## src/rtl/life_pkg.sv

```systemverilog
// life_pkg: shared grid geometry, driver state encoding and row extraction
package life_pkg;
  localparam int GRID_W = 64;
  localparam int ROW_W = 8;
  localparam int NUM_ROWS = 8;
  typedef enum logic [1:0] {IDLE, SCAN, BLANK} drv_state_t;
  function automatic logic [ROW_W-1:0] row_slice(input logic [GRID_W-1:0] g, input logic [2:0] r);
    return g[(NUM_ROWS - 1 - int'(r)) * ROW_W +: ROW_W];
  endfunction
endpackage

```

## src/rtl/life_matrix_driver_if.sv

```systemverilog
// life_matrix_driver_if: grid input and LED matrix outputs; pop_count present with LIFE_POPCOUNT_EN
interface life_matrix_driver_if;
  import life_pkg::*;
  logic [GRID_W-1:0] grid_in;
  logic grid_valid;
  logic [ROW_W-1:0] row_sel;
  logic [ROW_W-1:0] col_data;
  logic frame_done;
  logic overrun;
`ifdef LIFE_POPCOUNT_EN
  logic [6:0] pop_count;
  modport master(output grid_in, grid_valid, input row_sel, col_data, frame_done, overrun, pop_count);
  modport slave(input grid_in, grid_valid, output row_sel, col_data, frame_done, overrun, pop_count);
`else
  modport master(output grid_in, grid_valid, input row_sel, col_data, frame_done, overrun);
  modport slave(input grid_in, grid_valid, output row_sel, col_data, frame_done, overrun);
`endif
endinterface

```

## src/rtl/life_popcount.sv

```systemverilog
// life_popcount: combinational count of live cells in a 64-bit grid
module life_popcount
  import life_pkg::*;
(
  input  logic [GRID_W-1:0] grid,
  output logic [6:0]        count
);
  // sum every cell bit
  always_comb begin
    count = '0;
    for (int i = 0; i < GRID_W; i++) count += 7'(grid[i]);
  end
endmodule

```

## src/rtl/life_matrix_driver.sv

```systemverilog
// life_matrix_driver: double-buffered 8x8 row scanner for Life grids; LIFE_POPCOUNT_EN adds pop_count
module life_matrix_driver #(
  parameter int DWELL = 4,
  parameter int BLANK = 1
) (
  input logic clk,
  input logic flopreset,
  life_matrix_driver_if.slave bus
);
  import life_pkg::*;
  localparam int PW = $clog2(DWELL + BLANK + 1);
  drv_state_t state, state_nx;
  logic [2:0] row, row_nx;
  logic [PW-1:0] phase, phase_nx;
  logic [GRID_W-1:0] active, active_nx, shadow, shadow_nx;
  logic pending, pending_nx, frame_end, ovr_set;
  // scan sequencing plus buffer swap; a strobe in the frame-end cycle bypasses the shadow
  always_comb begin
    state_nx = state;
    row_nx = row;
    phase_nx = phase + 1'b1;
    active_nx = active;
    shadow_nx = shadow;
    pending_nx = pending;
    frame_end = 1'b0;
    ovr_set = 1'b0;
    case (state)
      IDLE: begin
        phase_nx = '0;
        if (bus.grid_valid) begin
          active_nx = bus.grid_in;
          row_nx = '0;
          state_nx = SCAN;
        end
      end
      SCAN: if (phase == PW'(DWELL - 1)) begin
        phase_nx = '0;
        if (BLANK > 0) state_nx = life_pkg::BLANK;
        else begin
          row_nx = row + 1'b1;
          frame_end = row == 3'd7;
        end
      end
      default: if (phase == PW'(BLANK - 1)) begin
        phase_nx = '0;
        state_nx = SCAN;
        row_nx = row + 1'b1;
        frame_end = row == 3'd7;
      end
    endcase
    if (state != IDLE) begin
      if (frame_end && pending) begin
        active_nx = shadow;
        pending_nx = 1'b0;
      end
      if (bus.grid_valid && frame_end) begin
        active_nx = bus.grid_in;
        pending_nx = 1'b0;
      end else if (bus.grid_valid) begin
        shadow_nx = bus.grid_in;
        pending_nx = 1'b1;
        ovr_set = pending;
      end
    end
  end
  // state and buffers, with registered matrix outputs derived from the current row
  always_ff @(posedge clk) begin
    if (!flopreset) begin
      state <= IDLE;
      row <= '0;
      phase <= '0;
      active <= '0;
      shadow <= '0;
      pending <= 1'b0;
      bus.row_sel <= '0;
      bus.col_data <= '0;
      bus.frame_done <= 1'b0;
      bus.overrun <= 1'b0;
    end else begin
      state <= state_nx;
      row <= row_nx;
      phase <= phase_nx;
      active <= active_nx;
      shadow <= shadow_nx;
      pending <= pending_nx;
      bus.row_sel <= state == SCAN ? 8'b1 << row : '0;
      bus.col_data <= state == SCAN ? row_slice(active, row) : '0;
      bus.frame_done <= frame_end;
      bus.overrun <= bus.overrun | ovr_set;
    end
  end
`ifdef LIFE_POPCOUNT_EN
  logic [6:0] pc;
  life_popcount u_pc (.grid(active), .count(pc));
  // count tracks the active buffer so it lines up with row 0 of a freshly loaded grid
  always_ff @(posedge clk) bus.pop_count <= !flopreset ? '0 : pc;
`endif
endmodule
```

## src/flat_wrapper.sv

```systemverilog
// flat-port wrapper written by rule: the top's interface ports become plain ports
module life_matrix_driver_flat import life_pkg::*;
#(
  parameter int DWELL = 4,
  parameter int BLANK = 1
)
  (clk, flopreset, bus_grid_in, bus_grid_valid, bus_row_sel, bus_col_data, bus_frame_done, bus_overrun);
  life_matrix_driver_if bus_i ();
  input logic clk;
  input logic flopreset;
  input wire logic [$bits(bus_i.grid_in)-1:0] bus_grid_in;
  input wire logic [$bits(bus_i.grid_valid)-1:0] bus_grid_valid;
  output wire logic [$bits(bus_i.row_sel)-1:0] bus_row_sel;
  output wire logic [$bits(bus_i.col_data)-1:0] bus_col_data;
  output wire logic [$bits(bus_i.frame_done)-1:0] bus_frame_done;
  output wire logic [$bits(bus_i.overrun)-1:0] bus_overrun;
  assign bus_i.grid_in = bus_grid_in;
  assign bus_i.grid_valid = bus_grid_valid;
  assign bus_row_sel = bus_i.row_sel;
  assign bus_col_data = bus_i.col_data;
  assign bus_frame_done = bus_i.frame_done;
  assign bus_overrun = bus_i.overrun;
  life_matrix_driver #(.DWELL(DWELL), .BLANK(BLANK)) u_core (.clk(clk), .flopreset(flopreset), .bus(bus_i));
endmodule
```

## config.mk

```make
export PLATFORM = sky130hd
export DESIGN_NAME = life_matrix_driver_flat
export DESIGN_NICKNAME = d
export VERILOG_FILES = /design/src/rtl/life_pkg.sv /design/src/rtl/life_matrix_driver_if.sv /design/src/rtl/life_popcount.sv /design/src/rtl/life_matrix_driver.sv /design/src/flat_wrapper.sv
export SDC_FILE = /design/constraint.sdc
export NUM_CORES = 1
export LEC_CHECK = 0
export CAP_MARGIN = 20
export CELL_PAD_IN_SITES_DETAIL_PLACEMENT = 0
export CELL_PAD_IN_SITES_GLOBAL_PLACEMENT = 2
export CORE_ASPECT_RATIO = 1.25
export CORE_MARGIN = 8
export CORE_UTILIZATION = 33
export CTS_CLUSTER_SIZE = 25
export DETAILED_ROUTE_END_ITERATION = 6
export GPL_ROUTABILITY_DRIVEN = 1
export GPL_TIMING_DRIVEN = 0
export MAX_ROUTING_LAYER = met4
export PLACE_DENSITY = 0.78
export SLEW_MARGIN = 10
export SYNTH_ARGS = -nofsm -noshare
export SYNTH_HDL_FRONTEND = slang
export SYNTH_SLANG_ARGS = --single-unit
```

## constraint.sdc

```tcl
create_clock -name clk -period 1.85 [get_ports clk]
set_input_delay 0.4625 -clock clk [delete_from_list [all_inputs] [get_ports clk]]
set_output_delay 0.4625 -clock clk [all_outputs]
set_load 0.02 [all_outputs]
```

==> results of run 1 <==
[tightest hold or removal path: stages, from the launching register on]
cell	delay (ns)
dfxtp_1	0.31
nand2_1	0.05
a21oi_1	0.05
[layout make-up]
type / count / area, sq um
clock buffers: 20 / 447
clock inverters: 12 / 148
plain buffers: 75 / 572
repair buffers: 93 / 972
inverters: 72 / 270
flip-flops and latches: 155 / 3110
multi-input cells: 594 / 3520
well taps: 283 / 354
fillers: 2289 / 12700
[logic make-up (layout without fill, tap and decap cells)]
group | count (synthesis) | after routing | synth area share (%)
fa+ha+maj | 9 | 9 | 1.54
compound gates | 275 | 275 | 24.8
mux | 17 | 17 | 5.05
flops | 155 | 155 | 42.3
buf+inv | 149 | 272 | 10.2
simple gates | 292 | 293 | 16.1
[registers in the layout (all words and copies together) (netlist names)]
register	flops
u_core.state	2
u_core.bus.overrun	1
u_core.phase	3
u_core.active	64
u_core.bus.frame_done	1
u_core.bus.row_sel	8
u_core.pending	1
u_core.bus.col_data	8
u_core.row	3
u_core.shadow	64
[metal layers]
| metal | vias to the layer above | global-route usage, % | part of all wire (%) |
|---|---|---|---|
| li1 | 3287 | - | - |
| met1 | 3045 | 21.8 | 43 |
| met2 | 154 | 30.3 | 50 |
| met3 | 27 | 4.09 | 4.6 |
| met4 | 0 | 6.19 | 1.8 |
| met5 | - | - | 0 |
[where the power goes]
| group | internal [uW] | switching [uW] | total, uW |
|---|---|---|---|
| sequential | 3580 | 176 | 3750 |
| combinational | 571 | 684 | 1250 |
| clock | 2150 | 1470 | 3610 |
[repair_timing]
| action | in CTS | in global routing |
|---|---|---|
| setup buffers | 6 | 3 |
| endpoints found under the setup margin | 131 | 132 |
| hold endpoints to repair | 0 | 0 |
| pin swaps | 2 | 2 |
| gates cloned | 0 | 3 |
| resized for setup | 24 | 34 |
[metrics by stage]
stage          setup TNS [ns]  area [sq um]  setup WS, ns  hold slack (ns)  util [%]
2_1_floorplan               0          7330         0.180            0.436         -
3_3_place_gp           -16.80          8510        -0.320            0.442      38.6
3_5_place_dp           -15.24          8510        -0.288            0.447      38.6
4_1_cts                     0          9210       0.00117            0.454      41.7
5_1_grt                     0          9400       0.00224            0.469      42.6
6_report                    0          9400        0.0424            0.453      42.6
[cell usage in the layout (no fill, tap or decap), types with 10 or more instances in the layout]
master / count
buf_6: 27
clkbuf_1: 25
o221ai_1: 42
buf_2: 10
o221ai_2: 22
buf_4: 13
clkdlybuf4s50_1: 72
inv_1: 71
nor2_1: 73
dfxtp_1: 153
nand2_1: 195
mux4_2: 16
a21oi_1: 131
o21ai_1: 60
clkbuf_16: 19
[path summary, 6_finish.rpt]
| check | start | endpoint | slack (ns) |
|---|---|---|---|
| worst max-delay path | u_core.bus.col_data[3]$_SDFF_PN0_ | bus_col_data[3] | 0.04 |
| worst min-delay path | u_core.shadow[12]$_SDFFE_PN0P_ | u_core.shadow[12]$_SDFFE_PN0P_ | 0.45 |
| worst max register to register | u_core.row[0]$_SDFFE_PN0P_ | u_core.bus.col_data[6]$_SDFF_PN0_ | 0.09 |
| worst min register to register | u_core.shadow[12]$_SDFFE_PN0P_ | u_core.shadow[12]$_SDFFE_PN0P_ | 0.45 |
==> impl_metrics.toml, run 1 <==
[status]
status = "finished clean"

[worst_setup_path]
cp_data_required_time_ns = 1.39
ff2ff_path_depth = 4
crit_buf_inv = 1
crit_fanout = 1
critical_path_class = "register to output pin"
crit_path_end_kind = "output pin"
cp.arrival_ns = 1.35
cp_slowest_stage_delay_ns = 0.60
path_cells = "clkdlybuf4s50_1"
start_kind = "register"
cp.depth = 1
crit_slowest_cell = "clkdlybuf4s50_1"
crit_family = "buffers and inverters"

[yosys]
synth_top_area_share_pct = 42.3
yosysMostFrequentCell = "nand2_1"
synth-seq-cells = 155
ys_async_sr_fraction_pct = 0
syn_nets = 973
synth_area_leaders = "dfxtp_1 42%, nand2_1 10%, a21oi_1 8.9%"
synth_enable_flop_cells = 0
ys_top_cells_by_count = "195 x nand2_1, 155 x dfxtp_1, 131 x a21oi_1"
yosysSeqAreaShare_pct = 42.3
synth_warnings = 0
synth_flop_cell = "dfxtp_1"
syn_area_sq_um = 7330
syn_inst = 897
ys_types = 33
post_synth.cell_area_avg_sq_um = 8.18
netlist.top_cell.by_area = "dfxtp_1"

[floorplan]
dieArea_sq_um = 27300
core.rowCount = 61
boundaryPins = 85
initial_core_util_pct = 33.2
core_area_sq_um = 22100
die_h_um = 183
die_w_um = 149

[clock_network]
cts_sinks = 155
clock_insertion_delay_worst_skew_ns = 0.45
clockBufferDepth = 2
cts_tree = "yes"
htreeDepth = 4
ctsHoldBuffers = 0
cts_inserted_buffers = 17
clkTransAtPathRegs_ns = 0.06
cts_root_buffer = "clkbuf_16"

[sta]
hold_violations = 0
fmax_mhz = 553
fin_crit_sh_pct = 97.7
finClkSkew_ns = 0.0153
rsz0062_at_grt = "no"
min_period_ns = 1.81
slew_headroom_pct = 52.0
setup_violations = 0
finalMaxSlewViolations = 0
tightest_slew_ns = 0.719

[cells_and_area]
syn_to_final_growth_pct = 28.1
drive_gt1_share_pct = 13.9
diodes = 0
final_cell_count_no_fill = 1304
nNetsFinal = 1084

[worst_hold_path]
holdPathStages = 2
min_path_type = "register to register"

[placement]
dp.final_hpwl_mm = 17.5
dp_cells = 1262
gp_congestion = 0.802
io_buffer_count = 82

[drt]
num_vias = 6513
avgRoutedWirePerCell_um = 18.6
drc = 0
drt_wl_total_mm = 24.3
antenna_left = 0
via_per_inst = 4.99
drt-initial-drc-count = 320
first_pass_iters = 5

[power_and_ir_drop]
ir_drop_mv = 0.691
finalPower_uw = 8620
leakagePower_uw = 0.00346
powerDensity_nw_per_um2 = 918

[run]
maxCapViolations = 0

[global_route]
grt_pass1_wl_mm = 37.1
grt_overflow = 0
grt_pass1_vias = 6244
grt_max_degree = 19
track_usage_pct = 18.4
antenna_found_initial = 0
No activity file was read; power rests on OpenSTA's default activity.
==> run 2: changes to the inputs <==
--- a/config.mk
+++ b/config.mk
@@ -8,7 +8,7 @@
 export CAP_MARGIN = 20
 export CELL_PAD_IN_SITES_DETAIL_PLACEMENT = 0
 export CELL_PAD_IN_SITES_GLOBAL_PLACEMENT = 2
-export CORE_ASPECT_RATIO = 1.25
+export CORE_ASPECT_RATIO = 1.5
 export CORE_MARGIN = 8
 export CORE_UTILIZATION = 33
 export CTS_CLUSTER_SIZE = 25
==> run 2 against run 1 <==
Net effect:
- final area about the same
- maximum frequency barely moved
- non-clock buffer count increased by 1
- sequential power barely moved
- global-route usage is 0.15 points lower
- register-to-register slack hardly changed
- via count fell by 2.2%
- count of clock-buffer cells in the layout increased by 1
==> impl_metrics.toml, run 2 (synthesized netlist as in run 1, its figures left out) <==
[drt]
avgRoutedWirePerCell_um = 18.3
num_vias = 6370
via_per_inst = 4.91
drt_wl_total_mm = 23.7
drt-initial-drc-count = 428
drc = 0
antenna_left = 0
first_pass_iters = 5

[floorplan]
initial_core_util_pct = 33.3
core.rowCount = 67
core_area_sq_um = 22000
dieArea_sq_um = 27300
boundaryPins = 85
die_h_um = 199
die_w_um = 138

[worst_setup_path]
crit_slowest_cell = "clkdlybuf4s50_1"
crit_fanout = 1
crit_family = "buffers and inverters"
critical_path_class = "register to output pin"
cp_slowest_stage_delay_ns = 0.61
path_cells = "clkdlybuf4s50_1"
crit_buf_inv = 1
start_kind = "register"
crit_path_end_kind = "output pin"
cp_data_required_time_ns = 1.39
cp.arrival_ns = 1.34
rrSetupSlack_ns = 0.10

[cells_and_area]
final_cell_count_no_fill = 1297
nNetsFinal = 1084
final_cell_mix = "195 x nand2_1, 153 x dfxtp_1, 131 x a21oi_1"
reg_top3 = "u_core.active x64, u_core.shadow x64"
drive_gt1_share_pct = 14.1
n_fill_cell = 2278
syn_to_final_growth_pct = 28.1
diodes = 0
final_common_cell = "nand2_1"

[clock_network]
cts_tree = "yes"
cts_sinks = 155
cts_root_buffer = "clkbuf_16"
clockBufferDepth = 2
clkTransAtPathRegs_ns = 0.07
clock_insertion_delay_worst_skew_ns = 0.44
htreeDepth = 4
cts_inserted_buffers = 17

[sta]
whs_ns = 0.453
tightest_slew_ns = 0.669
slew_headroom_pct = 55.4
setup_violations = 0
min_period_ns = 1.81
finalMaxSlewViolations = 0
fin_crit_sh_pct = 97.7
hold_violations = 0
fmax_mhz = 553
finClkSkew_ns = 0.0130

[placement]
dp_cells = 1255
gp_congestion = 0.920
dp.final_hpwl_mm = 17.9
io_buffer_count = 82

[power_and_ir_drop]
ir_drop_mv = 0.657
p_sw_share_pct = 25.7
p_switching_uw = 2280
powerDensity_nw_per_um2 = 946
clkPwrFrac_pct = 43.9
seq_power_share_pct = 42.4
leakagePower_uw = 0.00344
comb_power_share_pct = 13.8
intPower_uw = 6600

[worst_hold_path]
min_path_type = "register to register"

[status]
status = "finished clean"

[global_route]
track_usage_pct = 18.3
grt_pass1_wl_mm = 36.4
antenna_found_initial = 0
grt_max_degree = 19
grt_overflow = 0
grt_pass1_vias = 6386

[run]
maxCapViolations = 0
==> run 2: layer usage <==
layer / global-route usage, % / share of wire [%]
met1: 19.7 / 41
met2: 32.1 / 54
met3: 3.13 / 2.6
met4: 7.71 / 2.9
met5: - / 0
==> run 2: what timing repair did <==
action / CTS / global route
pin swaps: 3 / 1
endpoints found under the setup margin: 132 / 132
hold buffers: 0 / 0
buffers inserted: 9 / 2
resized for setup: 29 / 20
==> run 2: layout make-up <==
type                    count  area [sq um]  area share [%]
multi-input cells         593          3510            37.4
flip-flops and latches    155          3110            33.0
repair buffers             93           965            10.3
plain buffers              76           549            5.85
clock buffers              21           460            4.90
well taps                 276           345            3.68
inverters                  72           270            2.88
clock inverters            11           191            2.04
==> run 2: final timing paths <==
check / start / end / depth (start not counted)
setup / recovery: u_core.bus.row_sel[1]$_SDFF_PP0_ / bus_row_sel[1] / 1
hold / removal: u_core.shadow[45]$_SDFFE_PN0P_ / u_core.shadow[45]$_SDFFE_PN0P_ / 2
setup reg to reg: u_core.state[0]$_SDFFE_PN0P_ / u_core.bus.col_data[6]$_SDFF_PN0_ / 4
hold reg to reg: u_core.shadow[45]$_SDFFE_PN0P_ / u_core.shadow[45]$_SDFFE_PN0P_ / 2
==> run 2: through the flow <==
stage	cell area, sq um	util, %	worst slack, ns	total power (uW)	setup TNS, ns
finish	9400	42.6	0.0426	8890	0
global route	9400	42.6	-0.00302	9250	-0.00366
CTS	9300	42.2	-0.00857	8960	-0.0199
detailed placement	8500	38.6	-0.348	5010	-17.21
global placement	8500	38.6	-0.343	5010	-16.34
floorplan	7330	-	0.180	4480	0
==> run 2: power by group through the flow <==
stage	combinational (uW)	sequential [uW]	clock [uW]
floorplan	738	3740	0
global placement	1170	3830	0
detailed placement	1170	3840	0
CTS	1220	3760	3990
global route	1350	3780	4120
finish	1220	3760	3900
